--- src/rtl/bar_rd_completer.sv ---
// bar_rd_completer: answers single-DW host memory reads on one BAR.
// Rx side parses MRd32/MRd64 headers; Tx side reads the register file
// and returns a CplD (len == 1) or a UR completion (any other length).
//
// state    | meaning
// RX_IDLE  | waiting for start of frame
// RX_ADDR  | header accepted, expecting the address beat
// RX_SKIP  | discarding the rest of an unwanted TLP
// TX_IDLE  | no completion in flight
// TX_READ  | register read issued, waiting out the read latency
// TX_ARB   | holding tx_req until granted with completion credits
// TX_Q0    | driving completion qword0 (SOF)
// TX_Q1    | driving completion qword1 (EOF)
module bar_rd_completer #(
  parameter int BAR_INDEX  = 0,
  parameter int REG_AW     = 10,
  parameter int RD_LATENCY = 1
) (
  input  logic              trn_clk,
  input  logic              trn_reset,
  input  logic              trn_lnk_up_n,
  input  logic [63:0]       trn_rd,
  input  logic [7:0]        trn_rrem_n,
  input  logic              trn_rsof_n,
  input  logic              trn_reof_n,
  input  logic              trn_rsrc_rdy_n,
  input  logic              trn_rsrc_dsc_n,
  input  logic              trn_rdst_rdy_n,
  input  logic [6:0]        trn_rbar_hit_n,
  output logic [63:0]       trn_td,
  output logic [7:0]        trn_trem_n,
  output logic              trn_tsof_n,
  output logic              trn_teof_n,
  output logic              trn_tsrc_rdy_n,
  input  logic              trn_tdst_rdy_n,
  input  logic [3:0]        trn_tbuf_av,
  input  logic [15:0]       cfg_completer_id,
  output logic              tx_req,
  input  logic              tx_gnt,
  output logic              reg_rd_en,
  output logic [REG_AW-1:0] reg_rd_addr,
  input  logic [31:0]       reg_rd_data,
  output logic              rd_dropped
);

  typedef enum logic [1:0] {RX_IDLE, RX_ADDR, RX_SKIP} rx_state_t;
  typedef enum logic [2:0] {TX_IDLE, TX_READ, TX_ARB, TX_Q0, TX_Q1} tx_state_t;

  rx_state_t rx_state, rx_next;
  tx_state_t tx_state, tx_next;

  logic        rx_beat, hdr_valid, tx_busy;
  logic        hdr_load, req_load, drop, rd_start;
  logic [31:0] addr_sel;

  logic        hdr_fmt64, hdr_len1;
  logic [2:0]  hdr_tc;
  logic [1:0]  hdr_attr;
  logic [15:0] hdr_req_id;
  logic [7:0]  hdr_tag;
  logic [3:0]  hdr_fbe;

  logic        req_pend, req_len1;
  logic [2:0]  req_tc;
  logic [1:0]  req_attr;
  logic [15:0] req_id;
  logic [7:0]  req_tag;
  logic [3:0]  req_fbe;
  logic [4:0]  req_addr_lo;
  logic [31:0] rd_data;
  logic [2:0]  rd_cnt;

  logic [11:0] bc;
  logic [1:0]  la_lo;
  logic [31:0] dw0, dw1, dw2, dw3;

  logic unused_bits;
  assign unused_bits = ^{trn_rrem_n, trn_rd, addr_sel, trn_tbuf_av[3], trn_tbuf_av[1:0]};

  assign rx_beat   = !trn_rsrc_rdy_n && !trn_rdst_rdy_n;
  assign hdr_valid = (trn_rd[60:56] == 5'b00000) && !trn_rd[62] && !trn_rbar_hit_n[BAR_INDEX];
  assign addr_sel  = hdr_fmt64 ? trn_rd[31:0] : trn_rd[63:32];
  // A request finishing its address beat while the last Tx beat is being
  // accepted is taken, since the Tx FSM is idle from the next cycle on.
  assign tx_busy   = req_pend ||
                     ((tx_state != TX_IDLE) && !((tx_state == TX_Q1) && !trn_tdst_rdy_n));

  // State registers; link down clears both FSMs synchronously.
  always_ff @(posedge trn_clk or posedge trn_reset) begin
    if (trn_reset) begin
      rx_state <= RX_IDLE;
      tx_state <= TX_IDLE;
    end else if (trn_lnk_up_n) begin
      rx_state <= RX_IDLE;
      tx_state <= TX_IDLE;
    end else begin
      rx_state <= rx_next;
      tx_state <= tx_next;
    end
  end

  // Rx next state: header decode, address-beat acceptance or drop.
  always_comb begin
    rx_next  = rx_state;
    hdr_load = 1'b0;
    req_load = 1'b0;
    drop     = 1'b0;
    case (rx_state)
      RX_IDLE: if (rx_beat && !trn_rsof_n) begin
        if (hdr_valid && trn_reof_n) begin
          rx_next  = RX_ADDR;
          hdr_load = 1'b1;
        end else if (trn_reof_n) begin
          rx_next = RX_SKIP;
        end
      end
      RX_ADDR: if (rx_beat) begin
        if (trn_rsrc_dsc_n) begin
          if (tx_busy) drop = 1'b1;
          else         req_load = 1'b1;
        end
        rx_next = trn_reof_n ? RX_SKIP : RX_IDLE;
      end
      RX_SKIP: if (rx_beat && !trn_reof_n) rx_next = RX_IDLE;
      default: rx_next = RX_IDLE;
    endcase
  end

  // Tx next state: read, arbitrate, then two Tx beats.
  always_comb begin
    tx_next  = tx_state;
    rd_start = 1'b0;
    case (tx_state)
      TX_IDLE: if (req_pend) begin
        if (req_len1) begin
          tx_next  = TX_READ;
          rd_start = 1'b1;
        end else begin
          tx_next = TX_ARB;
        end
      end
      TX_READ: if (rd_cnt == 3'd0) tx_next = TX_ARB;
      TX_ARB:  if (tx_gnt && trn_tbuf_av[2]) tx_next = TX_Q0;
      TX_Q0:   if (!trn_tdst_rdy_n) tx_next = TX_Q1;
      TX_Q1:   if (!trn_tdst_rdy_n) tx_next = TX_IDLE;
      default: tx_next = TX_IDLE;
    endcase
  end

  // Header/request capture, read strobe, latency down-counter, drop pulse.
  always_ff @(posedge trn_clk or posedge trn_reset) begin
    if (trn_reset) begin
      hdr_fmt64 <= 1'b0; hdr_len1 <= 1'b0; hdr_tc <= '0; hdr_attr <= '0;
      hdr_req_id <= '0; hdr_tag <= '0; hdr_fbe <= '0;
      req_pend <= 1'b0; req_len1 <= 1'b0; req_tc <= '0; req_attr <= '0;
      req_id <= '0; req_tag <= '0; req_fbe <= '0; req_addr_lo <= '0;
      rd_data <= '0; rd_cnt <= '0;
      reg_rd_en <= 1'b0; reg_rd_addr <= '0; rd_dropped <= 1'b0;
    end else if (trn_lnk_up_n) begin
      req_pend    <= 1'b0;
      rd_cnt      <= '0;
      reg_rd_en   <= 1'b0;
      reg_rd_addr <= '0;
      rd_dropped  <= 1'b0;
    end else begin
      if (hdr_load) begin
        hdr_fmt64  <= trn_rd[61];
        hdr_len1   <= (trn_rd[41:32] == 10'd1);
        hdr_tc     <= trn_rd[54:52];
        hdr_attr   <= trn_rd[45:44];
        hdr_req_id <= trn_rd[31:16];
        hdr_tag    <= trn_rd[15:8];
        hdr_fbe    <= trn_rd[3:0];
      end
      if (req_load) begin
        req_pend    <= 1'b1;
        req_len1    <= hdr_len1;
        req_tc      <= hdr_tc;
        req_attr    <= hdr_attr;
        req_id      <= hdr_req_id;
        req_tag     <= hdr_tag;
        req_fbe     <= hdr_fbe;
        req_addr_lo <= addr_sel[6:2];
        reg_rd_addr <= addr_sel[REG_AW+1:2];
      end else if ((tx_state == TX_IDLE) && req_pend) begin
        req_pend <= 1'b0;
      end
      reg_rd_en  <= rd_start;
      rd_dropped <= drop;
      if (rd_start) rd_cnt <= 3'(RD_LATENCY);
      else if ((tx_state == TX_READ) && (rd_cnt != 3'd0)) rd_cnt <= rd_cnt - 3'd1;
      if ((tx_state == TX_READ) && (rd_cnt == 3'd0)) rd_data <= reg_rd_data;
    end
  end

  // Byte count and lower address derived from the first-DW byte enables.
  always_comb begin
    bc = 12'd1;
    casez (req_fbe)
      4'b1??1:                   bc = 12'd4;
      4'b01?1, 4'b1?10:          bc = 12'd3;
      4'b0011, 4'b0110, 4'b1100: bc = 12'd2;
      default:                   bc = 12'd1;
    endcase
    la_lo = 2'b00;
    casez (req_fbe)
      4'b???1: la_lo = 2'b00;
      4'b??10: la_lo = 2'b01;
      4'b?100: la_lo = 2'b10;
      4'b1000: la_lo = 2'b11;
      default: la_lo = 2'b00;
    endcase
  end

  // Completion header/payload words and Tx beat outputs.
  always_comb begin
    dw0 = {1'b0, (req_len1 ? 2'b10 : 2'b00), 5'b01010, 1'b0, req_tc, 4'b0000,
           2'b00, req_attr, 2'b00, (req_len1 ? 10'd1 : 10'd0)};
    dw1 = {cfg_completer_id, (req_len1 ? 3'b000 : 3'b001), 1'b0, (req_len1 ? bc : 12'd4)};
    dw2 = {req_id, req_tag, 1'b0, req_addr_lo, la_lo};
    dw3 = req_len1 ? {rd_data[7:0], rd_data[15:8], rd_data[23:16], rd_data[31:24]} : 32'h0;
    trn_td         = 64'h0;
    trn_trem_n     = 8'h00;
    trn_tsof_n     = 1'b1;
    trn_teof_n     = 1'b1;
    trn_tsrc_rdy_n = 1'b1;
    tx_req         = (tx_state == TX_ARB) || (tx_state == TX_Q0) || (tx_state == TX_Q1);
    if (tx_state == TX_Q0) begin
      trn_td         = {dw0, dw1};
      trn_tsof_n     = 1'b0;
      trn_tsrc_rdy_n = 1'b0;
    end else if (tx_state == TX_Q1) begin
      trn_td         = {dw2, dw3};
      trn_trem_n     = req_len1 ? 8'h00 : 8'h0F;
      trn_teof_n     = 1'b0;
      trn_tsrc_rdy_n = 1'b0;
    end
  end

endmodule

--- config.mk ---
export PLATFORM = sky130hd
export DESIGN_NAME = bar_rd_completer
export DESIGN_NICKNAME = d
export VERILOG_FILES = /design/src/rtl/bar_rd_completer.sv
export SDC_FILE = /design/constraint.sdc
export NUM_CORES = 1
export LEC_CHECK = 0
export CORE_ASPECT_RATIO = 1.25
export CORE_MARGIN = 3
export CORE_UTILIZATION = 44
export CTS_CLUSTER_DIAMETER = 80
export CTS_CLUSTER_SIZE = 25
export DETAILED_ROUTE_END_ITERATION = 7
export GPL_ROUTABILITY_DRIVEN = 0
export PLACE_DENSITY = 0.81
export SLEW_MARGIN = 20
export SYNTH_ARGS = -nofsm -noshare
export SYNTH_HDL_FRONTEND = slang
export SYNTH_SLANG_ARGS = --single-unit
--- constraint.sdc ---
create_clock -name trn_clk -period 5 [get_ports trn_clk]
set_clock_uncertainty 0.05 [all_clocks]
set_input_delay 1 -clock trn_clk [delete_from_list [all_inputs] [get_ports trn_clk]]
set_output_delay 1 -clock trn_clk [all_outputs]
set_load 0.03 [all_outputs]
Word level (Yosys, flattened, before mapping)
Index checks and enable logic that the tools add are counted.
W data, S select, Z words.

storage, ports and cells
  flip-flop bits (word level) = 127
  input port bits = 141

cells by class
  reductions and logical operators = 39
  bitwise logic cells = 1
  equality and inequality tests = 25
  add/subtract/negate cells = 1
  mux-type cells = 57

operators by type and width
  kind                   count
  $mux W64               2
  $mux W32               1
  $mux W3                9
  $mux W1                25
  $mux W12               2
  $ne A3 B3 Y1 const B   8
  $mux W10               2
  $mux W2                9
  $pmux W3 S5            1
  $logic_and A1 B1 Y1    12
  $mux W4                3
  $pmux W2 S3            2
  $reduce_bool A3 Y1     4
  $eq A10 B1 Y1 const B  1
  $eq A3 B2 Y1 const B   3
  $eq A3 B3 Y1 const B   3
  $pmux W3 S3            1
  $eq A4 B4 Y1 const B   2
  $logic_not A1 Y1       8
  $eq A2 B2 Y1 const B   3
  $logic_not A3 Y1       2
  $reduce_and A2 Y1      3
  $logic_not A5 Y1       1
  $reduce_and A5 Y1      1
  13 further kinds       15

Depth between registers and ports, before layout
  word-level depth = 11
  mapped depth = 6
  mapped depth without buffers = 5

Worst setup path before layout
No wires, ideal clock.

  path type = reg2out
  start = register tx_state[0]
  end = output trn_td[33]
  arrival time = 2244 ps
  stages on the path, launching flop included = 5
  required time = 3950 ps
  slack = 1706 ps
  cells stage by stage = dfrtp_1 > buf_2 > nor3b_2 > clkinv_1 > nor4_1

between the ends
  longest elaborated chain between the ends = 3

ends and longest elaborated chain
  what                      RTL line  RTL
  start: declaration        50        tx_state_t tx_state, tx_next;
  start signal: assignment  98        tx_state <= tx_next;
  $eq A3 B3 Y1              232       end else if (tx_state == TX_Q1) begin
  $mux W64                  232
  $mux W64 *                228       if (tx_state == TX_Q0) begin
  end: declaration          30        output logic [63:0] trn_td,

Mark *: on every way between the ends. The rest lies on a longest branch, timed or not.

Worst setup path after layout
  start = register tx_state[1]
  end = output trn_td[2]

The elaborated chain is that of the path after synthesis.

==> run_results.csv <==
group,metric,value,unit
route,drtIter0Drc,152,
critical_path,cp_slowest_stage_delay,0.68,ns
route,route.met2.wl,7.77,mm
global_route,gr-total-overflow,0,
route,drc_errors,0,
pwr,power_leakage,4.08,nW
finish,drive_gt1_share,18.3,%
synthesis,synth.distinct_cells,53,
critical_path,reg2reg_to,"req_tc[0]",
route,dr_wl_met3,1.06,mm
clock_tree,cts_buffers,17,
global_route,grt_max_degree,76,
pwr,power.density,299,nW/µm²
global_route,grt_pass1_vias,4611,
sta,hold_violations,0,
critical_path,cp_top_family,"buffers and inverters",
finish,postLayoutCoreUtil,66.7,%
critical_path,ff2ff_path_depth,4,
route,vias_per_cell,5.26,
global_route,grt_pass1_wl,23.2,mm
floorplanning,die_w,109,µm
sta,finalSetupViolCount,0,
clock_tree,htree_levels,4,
sta,max_slew.worst_pin.slew,1.06,ns
placed_design,dp.cells,787,
route,drt-met1-wl,5.62,mm
clock_tree,clkTransAtPathRegs,0.06,ns
synthesis,synth_area,5850,µm²
finish,fin_cells,819,
sta,worst_slack,0.892,ns
synthesis,synthCells,443,
floorplanning,ioPinCount,229,
route,drtPass1Iterations,6,
critical_path,crit_path_start,"tx_state[1]",
pwr,max-vdd-ir-drop,0.208,mV
synthesis,syn_area_per_cell,13.2,µm²
hold_path,min_path_type,"reg2reg",
placed_design,place_ws,1.35,ns
clock_tree,cts_tree,"done",
finish,fillers,963,
clock_tree,cts_hold_buffers,0,
clock_tree,cts_repair_resize_count,0,
global_route,antenna_found_initial,0,
critical_path,slowest_stage,"clkdlybuf4s50_1",
floorplanning,core,12800,µm²
sta,fin_crit_sh,82.2,%
critical_path,critPathMaxFanout,24,
critical_path,reg2reg_from,"tx_state[1]",
critical_path,crit_path_end,"trn_td[2]",
outcome,outcome,"finished clean",
critical_path,path_buf_inv,2,
clock_tree,clk_latency,0.40,ns
sta,finalMaxSlewViolations,0,
critical_path,crit_type,"reg2out",
clock_tree,cts_sinks,127,
route,routed_wl,14.6,mm
global_route,track_usage,20.3,%
synthesis,ys.flop_type,"dfrtp_1",
clock_tree,cts_buffer_depth,2,
synthesis,synthArstFlopShare,100,%
synthesis,seq_area_frac_synth,54.3,%
placed_design,place_hpwl,10.7,mm
floorplanning,dieArea,14700,µm²
critical_path,cp.required,3.95,ns
hold_path,hp-start,"hdr_req_id[7]",
sta,grt_setup_unrepaired,"false",
finish,final_nets,781,
route,vias,4308,
critical_path,cp_cell_sequence,"nor3b_4, buf_4, and2_1, a22o_1, clkdlybuf4s50_1",
floorplanning,rows,46,
route,postRouteAntennaNets,0,
route,routed.top_layer,"met4",
clock_tree,cts_root_buffer,"clkbuf_16",
critical_path,crit_cells,5,
sta,clock.fmax,0.243,GHz
route,wire_per_inst,17.9,µm
job,maxCapViolations,0,
clock_tree,post_cts_buffers,0,
sta,slew_headroom,28.1,%
placed_design,portBuffers,198,
critical_path,worst-endpoint-arrival,3.06,ns
finish,antennaDiodeCount,0,
synthesis,synth-edff-count,0,
synthesis,ys_warn_count,0,
sta,period_minus_slack,4.11,ns
critical_path,r2r_setup_slack,2.51,ns
critical_path,endpoint_kind,"output pin",
sta,fin_setup_tns,0,ns
floorplanning,die_y,135,µm
synthesis,ys_ff_latch,127,
floorplanning,initial_core_util,45.6,%
critical_path,worstSetupStartpointType,"flop",
finish,syn2layout_area_growth,46.3,%
-- where the power goes --
group,internal [mW],switching (mW)
clock,0.893,0.428
sequential,1.06,0.0149
combinational,0.104,0.0586
total,2.05,0.502
-- cell families after synthesis --
family | share of synthesized area, %
compound gates | 8.64
fa+ha+maj | 0.428
buf+inv | 4.51
flops | 54.3
other cells | 0.0641
simple gates | 9.24
mux | 22.8
-- synth_stat cells, drive strengths merged (4+ instances only) --
library cell,number,area [µm²]
dfrtp,127,3180
mux2,101,1170
buf,27,185
inv,13,48.8
nand4,4,46.3
nand2,12,45.0
nand3,5,25.0
and3,14,87.6
nor3,4,20.0
o2bb2ai,11,96.3
a22o,22,193
nor4,6,58.8
and2,17,106
mux2i,16,160
clkbuf,7,26.3
nor2,15,56.3
o21ai,4,20.0
-- metal layers --
layer	GRT usage [%]	vias up
li1	-	1990
met3	5.88	19
met1	22.3	2143
met2	37.0	156
met4	6.74	0
met5	0	-
-- state kept, by name, summed over array words and instances, names as in the netlist, 3 cells and up --
| name | flops |
|---|---|
| hdr_tc | 3 |
| tx_state | 3 |
| hdr_tag | 8 |
| reg_rd_addr | 10 |
| req_tc | 3 |
| rd_data | 32 |
| req_tag | 8 |
| rd_cnt | 3 |
| hdr_req_id | 16 |
| hdr_fbe | 4 |
| req_addr_lo | 5 |
| req_fbe | 4 |
| req_id | 16 |
-- layout make-up --
type                    instances  area [µm²]  share of cell area (%)
clock inverters                12         190                    2.22
clock buffers                  20         447                    5.22
inverters                      14        55.1                   0.643
well taps                     168         210                    2.46
multi-input cells             272        2440                    28.5
flip-flops and latches        127        3180                    37.1
repair buffers                206        2040                    23.8
-- through the flow --
stage / hold slack, ns / total power, mW / cell area [µm²]
final: 0.439 / 2.56 / 8560
after global routing: 0.461 / 2.64 / 8560
after CTS: 0.442 / 2.58 / 8560
after detailed placement: 0.424 / 1.25 / 7930
after global placement: 0.420 / 1.25 / 7930
after floorplan: 0.410 / 1.14 / 5870
-- worst min-delay path by stage --
| stage | to | cells past startpoint |
|---|---|---|
| after floorplan | hdr_attr[1] | 1 |
| after global placement | hdr_tag[4] | 1 |
| after detailed placement | reg_rd_addr[8] | 1 |
| after CTS | reg_rd_addr[8] | 1 |
| after global routing | hdr_req_id[7] | 1 |
| final | hdr_req_id[7] | 1 |
-- cells in the final DEF (no fill, tap or decap), types with 3 or more instances in the layout --
cell type,netlist,routed
clkinv_2,0,5
clkdlybuf4s50_1,0,198
nor3_1,4,4
and3_1,14,14
mux2_2,61,61
mux2_4,10,10
nand3_1,5,5
a22o_1,22,22
dfrtp_1,127,127
and2_1,17,17
mux2i_1,16,16
o211ai_1,3,3
mux2_1,30,30
bufinv_16,0,5
conb_1,1,5
o21ai_0,4,4
a21oi_1,3,3
nor4_1,4,4
clkbuf_16,0,17
inv_1,13,12
a211oi_1,3,3
buf_4,8,8
nor2_1,15,15
nand2_1,12,12
o2bb2ai_1,11,11
(Power assumes the default switching activity.)
